**src/rtl/fifo_rd_downsizer_pkg.sv**
```systemverilog
// Shared types and sizing helpers for the FIFO read-side downsizer.
// Chunk order is selected by FIFO_RD_DOWNSIZER_MSB_FIRST_EN (see fifo_rd_downsizer_chunk_sel).
package fifo_rd_downsizer_pkg;

   typedef enum logic {
      IDLE   = 1'b0,
      ACTIVE = 1'b1
   } state_e;

   function automatic int ratio_f(input int in_w, input int out_w);
      return in_w / out_w;
   endfunction

   // Counter width never drops below one bit, so RATIO=2 still gets a real register.
   function automatic int cnt_w_f(input int ratio);
      return (ratio <= 2) ? 1 : $clog2(ratio);
   endfunction

endpackage

```
**src/rtl/fifo_rd_downsizer_if.sv**
```systemverilog
// FIFO read port plus downstream chunk stream, seen from the downsizer (master) and its environment (slave).
// Stream: a chunk transfers on a cycle where out_valid=1 and out_ready=1; once raised, out_valid, out_data
// and out_last hold until that transfer. FIFO: a word is popped at the posedge where fifo_ren=1.
interface fifo_rd_downsizer_if #(
   parameter int IN_WIDTH  = 16,
   parameter int OUT_WIDTH = 4
);
   logic [IN_WIDTH-1:0]  fifo_rdata;
   logic                 fifo_empty;
   logic                 fifo_ren;
   logic [OUT_WIDTH-1:0] out_data;
   logic                 out_valid;
   logic                 out_ready;
   logic                 out_last;

   modport master (
      input  fifo_rdata, fifo_empty, out_ready,
      output fifo_ren, out_data, out_valid, out_last
   );

   modport slave (
      output fifo_rdata, fifo_empty, out_ready,
      input  fifo_ren, out_data, out_valid, out_last
   );
endinterface

```
**src/rtl/fifo_rd_downsizer_chunk_sel.sv**
```systemverilog
// Combinational word -> chunk mux. Define FIFO_RD_DOWNSIZER_MSB_FIRST_EN for MSB-chunk-first order;
// default is LSB chunk first.
module fifo_rd_downsizer_chunk_sel
   import fifo_rd_downsizer_pkg::*;
#(
   parameter int IN_WIDTH  = 16,
   parameter int OUT_WIDTH = 4
) (
   input  logic [IN_WIDTH-1:0]                               word,
   input  logic [cnt_w_f(ratio_f(IN_WIDTH, OUT_WIDTH))-1:0] idx,
   output logic [OUT_WIDTH-1:0]                              chunk
);
   localparam int RATIO = ratio_f(IN_WIDTH, OUT_WIDTH);
   localparam int CNT_W = cnt_w_f(RATIO);

   // Unused index codes (RATIO not a power of two) select zero.
   always_comb begin
      chunk = '0;
      for (int k = 0; k < RATIO; k++) begin
         if (idx == CNT_W'(k)) begin
`ifdef FIFO_RD_DOWNSIZER_MSB_FIRST_EN
            chunk = word[IN_WIDTH-1-k*OUT_WIDTH -: OUT_WIDTH];
`else
            chunk = word[k*OUT_WIDTH +: OUT_WIDTH];
`endif
         end
      end
   end
endmodule

```
**src/rtl/fifo_rd_downsizer.sv**
```systemverilog
// Drains the async FIFO read port and streams each word as RATIO chunks, one per cycle, no inter-word bubble.
// Chunk order follows FIFO_RD_DOWNSIZER_MSB_FIRST_EN inside fifo_rd_downsizer_chunk_sel.
module fifo_rd_downsizer
   import fifo_rd_downsizer_pkg::*;
#(
   parameter int IN_WIDTH  = 16,
   parameter int OUT_WIDTH = 4
) (
   input  logic                       clk,
   input  logic                       rst,
   fifo_rd_downsizer_if.master        bus,
   output state_e                     dbg_state
);
   localparam int RATIO = ratio_f(IN_WIDTH, OUT_WIDTH);
   localparam int CNT_W = cnt_w_f(RATIO);
   localparam logic [CNT_W-1:0] LAST_IDX = CNT_W'(RATIO - 1);

   if ((IN_WIDTH % OUT_WIDTH) != 0 || (IN_WIDTH / OUT_WIDTH) < 2) begin : g_bad_widths
      $fatal(1, "fifo_rd_downsizer: IN_WIDTH must be a multiple (>=2x) of OUT_WIDTH");
   end

   state_e               state_q;
   logic [IN_WIDTH-1:0]  word_q;
   logic [CNT_W-1:0]     cnt_q;
   logic                 active;
   logic                 last;
   logic                 acc;
   logic                 ren;

   assign active = (state_q == ACTIVE);
   assign last   = active && (cnt_q == LAST_IDX);
   assign acc    = active && bus.out_ready;

   // Pop only when holding nothing, or in the very cycle the final chunk leaves.
   assign ren    = rst && !bus.fifo_empty && (!active || (acc && last));

   assign bus.out_valid = active;
   assign bus.out_last  = last;
   assign bus.fifo_ren  = ren;
   assign dbg_state     = state_q;

   fifo_rd_downsizer_chunk_sel #(
      .IN_WIDTH  (IN_WIDTH),
      .OUT_WIDTH (OUT_WIDTH)
   ) u_chunk_sel (
      .word  (word_q),
      .idx   (cnt_q),
      .chunk (bus.out_data)
   );

   always_ff @(posedge clk) begin
      if (!rst) begin
         state_q <= IDLE;
         cnt_q   <= '0;
         word_q  <= '0;
      end else begin
         case (state_q)
            IDLE: begin
               if (ren) begin
                  word_q  <= bus.fifo_rdata;
                  cnt_q   <= '0;
                  state_q <= ACTIVE;
               end
            end
            ACTIVE: begin
               if (acc) begin
                  if (!last) begin
                     cnt_q <= cnt_q + 1'b1;
                  end else begin
                     cnt_q <= '0;
                     if (ren) word_q  <= bus.fifo_rdata;
                     else     state_q <= IDLE;
                  end
               end
            end
            default: state_q <= IDLE;
         endcase
      end
   end
endmodule

```
**src/flat_wrapper.sv**
```systemverilog
// flat-port wrapper written by rule: the top's interface ports become plain ports
module fifo_rd_downsizer_flat import fifo_rd_downsizer_pkg::*;
#(
   parameter int IN_WIDTH  = 16,
   parameter int OUT_WIDTH = 4
)
  (clk, rst, dbg_state, bus_fifo_rdata, bus_fifo_empty, bus_out_ready, bus_fifo_ren, bus_out_data, bus_out_valid, bus_out_last);
  fifo_rd_downsizer_if #(.IN_WIDTH(IN_WIDTH), .OUT_WIDTH(OUT_WIDTH)) bus_i ();
  input  logic clk;
  input  logic rst;
  output state_e dbg_state;
  input wire logic [$bits(bus_i.fifo_rdata)-1:0] bus_fifo_rdata;
  input wire logic [$bits(bus_i.fifo_empty)-1:0] bus_fifo_empty;
  input wire logic [$bits(bus_i.out_ready)-1:0] bus_out_ready;
  output wire logic [$bits(bus_i.fifo_ren)-1:0] bus_fifo_ren;
  output wire logic [$bits(bus_i.out_data)-1:0] bus_out_data;
  output wire logic [$bits(bus_i.out_valid)-1:0] bus_out_valid;
  output wire logic [$bits(bus_i.out_last)-1:0] bus_out_last;
  assign bus_i.fifo_rdata = bus_fifo_rdata;
  assign bus_i.fifo_empty = bus_fifo_empty;
  assign bus_i.out_ready = bus_out_ready;
  assign bus_fifo_ren = bus_i.fifo_ren;
  assign bus_out_data = bus_i.out_data;
  assign bus_out_valid = bus_i.out_valid;
  assign bus_out_last = bus_i.out_last;
  fifo_rd_downsizer #(.IN_WIDTH(IN_WIDTH), .OUT_WIDTH(OUT_WIDTH)) u_core (.clk(clk), .rst(rst), .bus(bus_i), .dbg_state(dbg_state));
endmodule
```
**config.mk**
```make
export PLATFORM = sky130hd
export DESIGN_NAME = fifo_rd_downsizer_flat
export DESIGN_NICKNAME = d
export VERILOG_FILES = /design/src/rtl/fifo_rd_downsizer_pkg.sv /design/src/rtl/fifo_rd_downsizer_if.sv /design/src/rtl/fifo_rd_downsizer_chunk_sel.sv /design/src/rtl/fifo_rd_downsizer.sv /design/src/flat_wrapper.sv
export SDC_FILE = /design/constraint.sdc
export NUM_CORES = 1
export LEC_CHECK = 0
export CAP_MARGIN = 20
export CORE_MARGIN = 4
export CORE_UTILIZATION = 49
export DETAILED_ROUTE_END_ITERATION = 7
export GPL_TIMING_DRIVEN = 0
export PLACE_DENSITY = 0.79
export SYNTH_ARGS = -nofsm -noshare
export SYNTH_HDL_FRONTEND = slang
export SYNTH_SLANG_ARGS = --single-unit
export TNS_END_PERCENT = 20
```
**constraint.sdc**
```tcl
create_clock -name clk -period 4 [get_ports clk]
set_input_delay 0.8 -clock clk [delete_from_list [all_inputs] [get_ports clk]]
set_output_delay 0.8 -clock clk [all_outputs]
set_load 0.005 [all_outputs]
```
==> results.py, run 1 <==
metrics = {
    "power": {
        "powerDensity_nw_per_um2": 293,
        "leakagePower_nw": 0.548,
        "ir_drop_mv": 0.233,
    },
    "setup_path": {
        "cp-endpoint": "bus_fifo_ren",
        "worstSetupPathType": "input pin to output port",
        "startpoint_type": "input pin",
        "reg2reg_from": "u_core.cnt_q[0]",
        "crit_required_ns": 3.20,
        "cp-startpoint": "bus_out_ready",
        "ff2ff_setup_slack_ns": 2.49,
        "timing.rr.end": "u_core.word_q[15]",
        "crit_fanout": 10,
        "rr_worst_depth": 6,
        "cp-end-kind": "output port",
        "critPathArrivalTime_ns": 2.44,
    },
    "routing": {
        "vias": 794,
        "drt-vias-per-instance": 4.84,
        "maxUsedRoutingLayer": "met4",
        "dr.pass1.iters": 5,
        "ant_nets": 0,
        "route.met3.wl_um": 92,
        "wirelength_met1_um": 934,
        "wl_per_cell_um": 11.8,
        "drc": 0,
        "drt_iter0_drc": 6,
        "met2_length_um": 886,
        "finalWirelength_um": 1930,
    },
    "timing": {
        "setup_tns_ns": 0,
        "worstMarginPinSlew_ns": 0.462,
        "hold_viol": 0,
        "rsz0062_at_grt": "false",
        "min_period_over_period_pct": 80.9,
        "finalSetupViolations": 0,
        "slew_viol_final": 0,
        "fmax_mhz": 309,
        "fin_skew_ns": 0.00991,
        "period_minus_slack_ns": 3.24,
        "slew_headroom_pct": 69.2,
    },
    "final_layout": {
        "area_delta_synth_final_pct": 34.0,
        "nets": 164,
        "design_area_um2": 1300,
        "n_antenna_cell": 0,
        "seqCellArea_um2": 380,
        "fillers": 146,
        "multi_input_area_um2": 464,
        "drive_gt1_share_pct": 7.19,
    },
    "die": {
        "die_area_um2": 2750,
        "die_x_um": 52.4,
        "io_pins": 28,
        "coreArea_um2": 1800,
        "initial_core_util_pct": 53.7,
        "die_y_um": 52.4,
        "std_cell_rows": 15,
    },
    "synthesis": {
        "netlist_instances": 108,
        "syn_area_per_cell_um2": 8.96,
        "synth_seq_cells": 19,
        "yosys_warnings": 0,
        "synth_cell_types": 22,
        "syn_area_um2": 967,
        "syn_nets": 132,
        "ys_seq_area_share_pct": 39.3,
    },
    "clocking": {
        "clk_latency_ns": 0.30,
        "post_cts_buffers": 0,
        "cts_tree": "done",
        "cts_buffers": 3,
        "cts_resized": 0,
        "cts_root_buffer": "clkbuf_4",
        "htreeDepth": 1,
        "clk_pin_slew_ns": 0.10,
        "cts_max_path_buffers": 2,
        "hold_buffers": 0,
        "cts_num_sinks": 19,
    },
    "run_status": {
        "status": "finished clean",
    },
    "place": {
        "io_buffer_count": 27,
        "place.gp.congestion": 0.767,
        "placed_area_um2": 1270,
        "dp_hpwl_um": 1550,
    },
    "global_routing": {
        "grt_pass1_wl_um": 3220,
        "grt_pass1_vias": 777,
        "grt_max_degree": 12,
        "antenna_found_initial": 0,
        "groute.usage.overall_pct": 15.6,
        "overflow": 0,
    },
    "worst_hold_path": {
        "hp-class": "register to register",
    },
    "run": {
        "max-cap-violations": 0,
    },
}
-- synthesized netlist by cell type, drive strengths merged --
cell | instances | share of area [%]
or3 | 1 | 0.65
mux2i | 16 | 17
and2 | 1 | 0.65
inv | 19 | 7.4
nor2b | 5 | 3.2
o31ai | 4 | 3.1
a221oi | 4 | 3.6
o211ai | 2 | 1.6
ha | 4 | 5.2
o21a | 1 | 0.78
nor3b | 1 | 1.3
a21boi | 3 | 2.7
nand3 | 1 | 0.52
clkbuf | 1 | 0.39
buf | 5 | 4.9
nand2 | 21 | 8.2
dfxtp | 19 | 39
-- logic make-up after synthesis --
| kind of cell | count (synthesis) | synth area share [%] |
|---|---|---|
| AOI/OAI and AO/OA | 14 | 11.8 |
| muxes | 16 | 16.6 |
| DFF | 19 | 39.3 |
| adders and majority gates | 4 | 5.17 |
| buffers and inverters | 25 | 12.7 |
| and+or+nand+nor | 30 | 14.5 |
-- registers in the layout, summed over array words and instances (netlist names) --
| signal | count |
|---|---|
| u_core.cnt_q | 2 |
| u_core.word_q | 16 |
| u_core.bus.out_valid | 1 |
-- layout make-up --
class,count,area share (%)
Timing Repair Buffer,27,20.8
Inverter,19,5.50
Sequential cell,19,29.3
Multi-Input combinational cell,64,35.8
Tap cell,25,2.41
Clock buffer,3,1.74
Clock inverter,1,0.386
Buffer,6,3.96
-- per-layer routing --
| layer | vias to the layer above | GRT usage, % |
|---|---|---|
| met3 | 2 | 2.85 |
| met2 | 22 | 25.0 |
| met4 | 0 | 6.81 |
| met5 | - | 0 |
| met1 | 356 | 20.3 |
| li1 | 414 | - |
-- worst max-delay path: stages --
cell and delay [ns]:
clkdlybuf4s50_1 0.52, a21boi_2 0.08, nor3b_2 0.19, buf_6 0.19
buf_12 0.15, clkdlybuf4s50_1 0.50
-- power breakdown --
| part | switching (mW) | internal, mW |
|---|---|---|
| registers | 0.00835 | 0.202 |
| logic | 0.0266 | 0.0463 |
| clock network | 0.0587 | 0.0372 |
-- layout by cell type (no fill, tap or decap), drive strengths merged, types with 2 or more instances in the layout --
cell           netlist  routed
nor2b                5       5
inv                 19      19
mux2i               16      16
nand2               21      21
buf                  5       5
clkdlybuf4s50        0      27
a21boi               3       3
dfxtp               19      19
o31ai                4       4
o211ai               2       2
clkbuf               1       4
a221oi               4       4
ha                   4       4
-- per-stage QoR --
step / hold slack (ns) / power [mW] / cells / setup slack (ns) / utilization, %
2_1_floorplan: 0.435 / 0.249 / 108 / 1.88 / -
3_3_place_gp: 0.445 / 0.285 / 160 / 0.788 / 70.4
3_5_place_dp: 0.447 / 0.288 / 160 / 0.767 / 70.4
4_1_cts: 0.470 / 0.383 / 164 / 0.762 / 71.9
5_1_grt: 0.488 / 0.400 / 164 / 0.689 / 71.9
6_report: 0.468 / 0.379 / 164 / 0.765 / 71.9
-- how the worst min path moves through the flow --
stage / start / slack, ns / depth (start not counted) / endpoint
3_5_place_dp: u_core.word_q[1] / 0.45 / 2 / u_core.word_q[1]
3_3_place_gp: u_core.word_q[11] / 0.45 / 2 / u_core.word_q[11]
5_1_grt: u_core.word_q[1] / 0.49 / 2 / u_core.word_q[1]
4_1_cts: u_core.word_q[1] / 0.47 / 2 / u_core.word_q[1]
6_report: u_core.word_q[11] / 0.47 / 2 / u_core.word_q[11]
2_1_floorplan: u_core.word_q[0] / 0.43 / 2 / u_core.word_q[0]
Note: power is estimated with default switching activity, not from simulation.
==> inputs of run 2 (changes only) <==
--- a/config.mk
+++ b/config.mk
@@ -7,10 +7,10 @@
 export LEC_CHECK = 0
 export CAP_MARGIN = 20
 export CORE_MARGIN = 4
-export CORE_UTILIZATION = 49
+export CORE_UTILIZATION = 41
 export DETAILED_ROUTE_END_ITERATION = 7
 export GPL_TIMING_DRIVEN = 0
-export PLACE_DENSITY = 0.79
+export PLACE_DENSITY = 0.7
 export SYNTH_ARGS = -nofsm -noshare
 export SYNTH_HDL_FRONTEND = slang
 export SYNTH_SLANG_ARGS = --single-unit
==> constraint.sdc (replaced) <==
create_clock -name clk -period 2.7 [get_ports clk]
set_input_delay 0.54 -clock clk [delete_from_list [all_inputs] [get_ports clk]]
set_output_delay 0.54 -clock clk [all_outputs]
set_load 0.005 [all_outputs]
==> run 2 against run 1 <==
  * Via count down 2.3%
  * Sequential power up 49%
  * Sequential share of layout area down 0.20 points
  * Non-clock buffer count unchanged
  * Critical path depth down 1
  * Worst hold slack worse by 0.0015 ns
  * Routed wire length down 1.6%
  * First-iteration DRC count up 67%
  * Die area up 16%
  * Combinational power up 48%
  * Power up 49%
  * Count of clock-buffer cells in the layout unchanged
  * Critical path type unchanged
  * Critical endpoint unchanged
==> results.py, run 2 (synthesis gave the netlist of run 1 again) <==
metrics = {
    "routing": {
        "ant_nets": 0,
        "drc": 0,
        "dr.pass1.iters": 4,
        "drt-vias-per-instance": 4.65,
        "wl_per_cell_um": 11.4,
        "finalWirelength_um": 1900,
        "vias": 776,
        "drt_iter0_drc": 10,
    },
    "final_layout": {
        "largest-register": "u_core.word_q",
        "fillers": 225,
        "layout_common_cells": "25 x clkdlybuf4s50_1, 21 x nand2_1, 19 x inv_1",
        "nets": 164,
        "largest_register_ffs": 16,
        "area_delta_synth_final_pct": 35.8,
        "n_antenna_cell": 0,
        "layout_commonest_cell": "clkdlybuf4s50_1",
        "drive_gt1_share_pct": 10.1,
    },
    "global_routing": {
        "overflow": 0,
        "grt_max_degree": 12,
        "grt_pass1_vias": 779,
        "antenna_found_initial": 0,
        "grt_pass1_wl_um": 3250,
        "groute.usage.overall_pct": 12.5,
    },
    "run_status": {
        "status": "finished clean",
    },
    "clocking": {
        "hold_buffers": 0,
        "cts_buffers": 3,
        "cts_root_buffer": "clkbuf_4",
        "clk_latency_ns": 0.30,
        "cts_max_path_buffers": 2,
        "htreeDepth": 1,
        "clk_pin_slew_ns": 0.10,
        "cts_num_sinks": 19,
        "post_cts_buffers": 0,
        "cts_tree": "done",
    },
    "place": {
        "place.gp.congestion": 0.726,
        "post-place-ws_ns": -0.0111,
        "dp_hpwl_um": 1470,
        "io_buffer_count": 27,
    },
    "timing": {
        "worstMarginPinSlew_ns": 0.456,
        "fin_skew_ns": 0.00860,
        "hold_viol": 0,
        "slew_viol_final": 0,
        "holdWs_ns": 0.466,
        "min_period_over_period_pct": 96.4,
        "setup_tns_ns": 0,
        "slew_headroom_pct": 69.6,
        "period_minus_slack_ns": 2.60,
        "finalSetupViolations": 0,
        "fin_ws_ns": 0.0980,
        "fmax_mhz": 384,
        "rsz0062_at_grt": "false",
    },
    "setup_path": {
        "cp-end-kind": "output port",
        "path_buf_inv": 4,
        "crit_required_ns": 2.16,
        "path_common_cell": "clkdlybuf4s50_1",
        "rr_worst_depth": 4,
        "cp.depth": 5,
        "critPathArrivalTime_ns": 2.06,
        "critPathSlowestCell": "clkdlybuf4s50_1",
        "timing.rr.end": "u_core.cnt_q[0]",
        "ff2ff_setup_slack_ns": 1.28,
        "worstSetupPathType": "input pin to output port",
        "cp-startpoint": "bus_fifo_empty",
        "path_delay_family": "buffers and inverters",
        "startpoint_type": "input pin",
        "crit_path_max_incr_delay_ns": 0.50,
        "reg2reg_from": "u_core.cnt_q[0]",
        "crit_chain": "clkdlybuf4s50_1, nor3b_2, buf_6, buf_12, clkdlybuf4s50_1",
        "cp-endpoint": "bus_fifo_ren",
        "crit_fanout": 10,
    },
    "die": {
        "io_pins": 28,
        "initial_core_util_pct": 43.3,
        "die_x_um": 56.6,
        "std_cell_rows": 17,
        "die_y_um": 56.6,
        "die_area_um2": 3200,
        "coreArea_um2": 2230,
    },
    "power": {
        "ir_drop_mv": 0.410,
        "powerDensity_nw_per_um2": 430,
        "leakagePower_nw": 0.576,
        "p_total_mw": 0.565,
    },
    "worst_hold_path": {
        "hp-class": "register to register",
        "hp-start": "u_core.word_q[14]",
        "min_path_cells": 2,
    },
    "run": {
        "max-cap-violations": 0,
    },
}
## run 2: cell count changes in the layout (fill, tap and decap cells not counted)
cell             delta
dfxtp_1             -2
dlymetal6s2s_1      +1
dfxtp_2             +2
nor2b_1             -1
dlygate4sd2_1       +1
ha_1                -1
ha_2                +1
nor2b_4             +1
clkdlybuf4s50_1     -2
## run 2: timing repair
| item | in CTS | in global routing |
|---|---|---|
| gates resized for setup | 3 | 4 |
| endpoints found under the setup margin | 5 | 4 |
| pin swaps | 0 | 4 |
## run 2: layout make-up
class / count / area (um2) / area share (%)
inverter: 19 / 71.3 / 5.43
tap: 28 / 35.0 / 2.67
sequential: 19 / 383 / 29.1
multi-input combinational: 64 / 474 / 36.1
buffer: 6 / 51.3 / 3.90
clock buffer: 3 / 22.5 / 1.71
clock inverter: 1 / 5.00 / 0.381
timing repair buffer: 27 / 272 / 20.7
## run 2: through the flow
| step | utilization [%] | std cells | cell area (um2) |
|---|---|---|---|
| 2_1_floorplan | - | 108 | 967 |
| 3_3_place_gp | 57.0 | 163 | 1270 |
| 3_5_place_dp | 57.0 | 163 | 1270 |
| 4_1_cts | 58.3 | 167 | 1300 |
| 5_1_grt | 58.8 | 167 | 1310 |
| 6_report | 58.8 | 167 | 1310 |
## run 2: where the power goes
group          total, mW  switching (mW)  internal [mW]
registers          0.312          0.0125          0.300
clock network      0.145          0.0901         0.0553
logic              0.108          0.0392         0.0687
## run 2: layer usage
metal,global-route usage (%),vias to the layer above,part of all wire (%)
met3,5.06,2,9.6
li1,-,411,-
met2,20.0,25,45
met5,0,-,0
met4,3.73,0,0.58
met1,15.2,338,44
## run 2: how the worst min path moves through the flow
stage                              to  slack, ns
floorplan            u_core.word_q[0]       0.43
global placement    u_core.word_q[11]       0.44
detailed placement  u_core.word_q[14]       0.45
CTS                 u_core.word_q[13]       0.47
global route         u_core.word_q[7]       0.50
finish              u_core.word_q[14]       0.47
## run 2: worst min-delay path: cells and delay by family (launching register included)
kind,cells,cell delay [ns]
DFF,1,0.32
and+or+nand+nor,1,0.05
muxes,1,0.05
==> inputs of run 3 (changes only) <==
--- a/config.mk
+++ b/config.mk
@@ -6,8 +6,9 @@
 export NUM_CORES = 1
 export LEC_CHECK = 0
 export CAP_MARGIN = 20
-export CORE_MARGIN = 4
+export CORE_MARGIN = 10
 export CORE_UTILIZATION = 41
+export CTS_CLUSTER_SIZE = 10
 export DETAILED_ROUTE_END_ITERATION = 7
 export GPL_TIMING_DRIVEN = 0
 export PLACE_DENSITY = 0.7
==> run 3 against run 2 <==
  * Sequential share of layout area is 0.21 points lower
  * Worst hold slack better by 0.0032 ns
  * Global-route usage is 2.5 points lower
  * Combinational power hardly changed
  * Power is 0.43% lower
  * Critical path type unchanged
  * Largest cell class unchanged
  * Largest power group unchanged
==> results.py, run 3 (synthesis gave the netlist of run 1 again) <==
metrics = {
    "setup_path": {
        "path_delay_family": "buffers and inverters",
        "path_buf_inv": 4,
        "crit_fanout": 10,
        "critPathArrivalTime_ns": 2.08,
        "worstSetupPathType": "input pin to output port",
        "startpoint_type": "input pin",
        "critPathSlowestCell": "clkdlybuf4s50_1",
        "crit_required_ns": 2.16,
        "path_common_cell": "clkdlybuf4s50_1",
        "crit_path_max_incr_delay_ns": 0.52,
        "cp-end-kind": "output port",
        "crit_chain": "clkdlybuf4s50_1, a21boi_2, nor3b_2, buf_6, buf_12, clkdlybuf4s50_1",
    },
    "clocking": {
        "cts_num_sinks": 19,
        "hold_buffers": 0,
        "htreeDepth": 1,
        "clk_pin_slew_ns": 0.11,
        "cts_root_buffer": "clkbuf_4",
        "cts_max_path_buffers": 2,
        "cts_buffers": 3,
        "clk_latency_ns": 0.30,
        "cts_tree": "done",
    },
    "timing": {
        "fmax_mhz": 382,
        "fin_skew_ns": 0.00262,
        "min_period_over_period_pct": 97.1,
        "rsz0062_at_grt": "true",
        "period_minus_slack_ns": 2.62,
        "finalSetupViolations": 0,
        "hold_viol": 0,
        "worstMarginPinSlew_ns": 0.466,
        "slew_headroom_pct": 68.9,
        "slew_viol_final": 0,
    },
    "routing": {
        "drt_iter0_drc": 30,
        "ant_nets": 0,
        "wl_per_cell_um": 12.7,
        "met2_length_um": 944,
        "dr.pass1.iters": 4,
        "maxUsedRoutingLayer": "met4",
        "vias": 811,
        "route.met3.wl_um": 204,
        "drt-vias-per-instance": 4.83,
        "finalWirelength_um": 2140,
        "drc": 0,
        "wirelength_met1_um": 932,
    },
    "power": {
        "leakagePower_nw": 0.587,
        "sequentialPowerShare_pct": 55.3,
        "internal_power_mw": 0.423,
        "switchingPower_mw": 0.140,
        "p_total_mw": 0.563,
        "switching_share_pct": 24.8,
        "clkPwrFrac_pct": 25.3,
        "ir_drop_mv": 0.286,
        "comb_power_share_pct": 19.4,
        "powerDensity_nw_per_um2": 427,
    },
    "final_layout": {
        "drive_gt1_share_pct": 10.0,
        "n_antenna_cell": 0,
        "layout_common_cells": "24 x clkdlybuf4s50_1, 21 x nand2_1, 19 x inv_1",
        "nets": 165,
        "largest_register_ffs": 16,
        "area_delta_synth_final_pct": 36.4,
        "largest-register": "u_core.word_q",
        "layout_commonest_cell": "clkdlybuf4s50_1",
        "fin_cells": 168,
        "fillers": 212,
    },
    "global_routing": {
        "overflow": 0,
        "grt_pass1_vias": 779,
        "antenna_found_initial": 0,
        "grt_max_degree": 12,
        "groute.usage.overall_pct": 9.94,
        "grt_pass1_wl_um": 3540,
    },
    "place": {
        "dp_hpwl_um": 1660,
        "dp.cells": 163,
        "io_buffer_count": 27,
        "place.gp.congestion": 0.712,
    },
    "die": {
        "initial_core_util_pct": 43.3,
        "coreArea_um2": 2230,
        "die_area_um2": 4700,
        "io_pins": 28,
        "die_x_um": 68.6,
        "std_cell_rows": 17,
        "die_y_um": 68.6,
    },
    "run": {
        "max-cap-violations": 0,
    },
    "run_status": {
        "status": "finished clean",
    },
    "worst_hold_path": {
        "hp-class": "register to register",
    },
}
==> run 3: changes by cell type in the layout (fill, tap and decap cells not counted) <==
cell	before	now
dfxtp_1	17	18
dlygate4sd2_1	1	2
clkdlybuf4s50_1	25	24
dfxtp_2	2	1
buf_4	1	2
==> run 3: worst min-delay path: stages, from the launching register on <==
cell and delay [ns]:
dfxtp_1 0.33, nand2_1 0.05, mux2i_1 0.05
==> run 3: per-layer routing <==
layer,vias up,track usage [%]
li1,418,-
met1,367,11.9
met2,22,14.2
met3,4,4.03
met4,0,6.78
met5,-,0
==> run 3: final timing paths <==
kind | startpoint | end | slack, ns | depth (start not counted)
hold / removal | u_core.word_q[3] | u_core.word_q[3] | 0.47 | 2
setup / recovery | bus_out_ready | bus_fifo_ren | 0.08 | 6
hold reg to reg | u_core.word_q[3] | u_core.word_q[3] | 0.47 | 2
setup reg to reg | u_core.cnt_q[0] | u_core.cnt_q[0] | 1.26 | 4
==> run 3: final cells by class <==
cell class              count  area (um2)  area share [%]
inverters                  19        71.3            5.41
plain buffers               6        51.3            3.89
multi-input cells          64         474            36.0
clock inverters             1        5.00           0.380
clock buffers               3        22.5            1.71
flip-flops and latches     19         382            28.9
well taps                  28        35.0            2.66
repair buffers             28         278            21.1
==> run 3: what timing repair did <==
item / 4_1_cts / 5_1_grt
endpoints found under the setup margin: 5 / 2
pin swaps: 0 / 1
buffers inserted: 1 / 0
gates resized for setup: 3 / 4
==> run 3: through the flow <==
step | instance area [um2] | worst slack [ns] | hold WS, ns | utilization (%) | TNS (ns)
CTS | 1310 | 0.0137 | 0.471 | 58.5 | 0
finish | 1320 | 0.0791 | 0.469 | 59.0 | 0
floorplan | 967 | 0.956 | 0.435 | - | 0
global placement | 1270 | 0.000765 | 0.441 | 57.0 | 0
detailed placement | 1270 | -0.0216 | 0.447 | 57.0 | -0.0216
global route | 1320 | -0.00507 | 0.489 | 59.0 | -0.00507
==> run 3: power by group through the flow <==
stage	Sequential (mW)	Combinational, mW	Clock, mW
after floorplan	0.315	0.0548	0
after global placement	0.317	0.108	0
after detailed placement	0.318	0.110	0
after CTS	0.311	0.111	0.149
after global routing	0.314	0.121	0.160
final	0.311	0.109	0.143
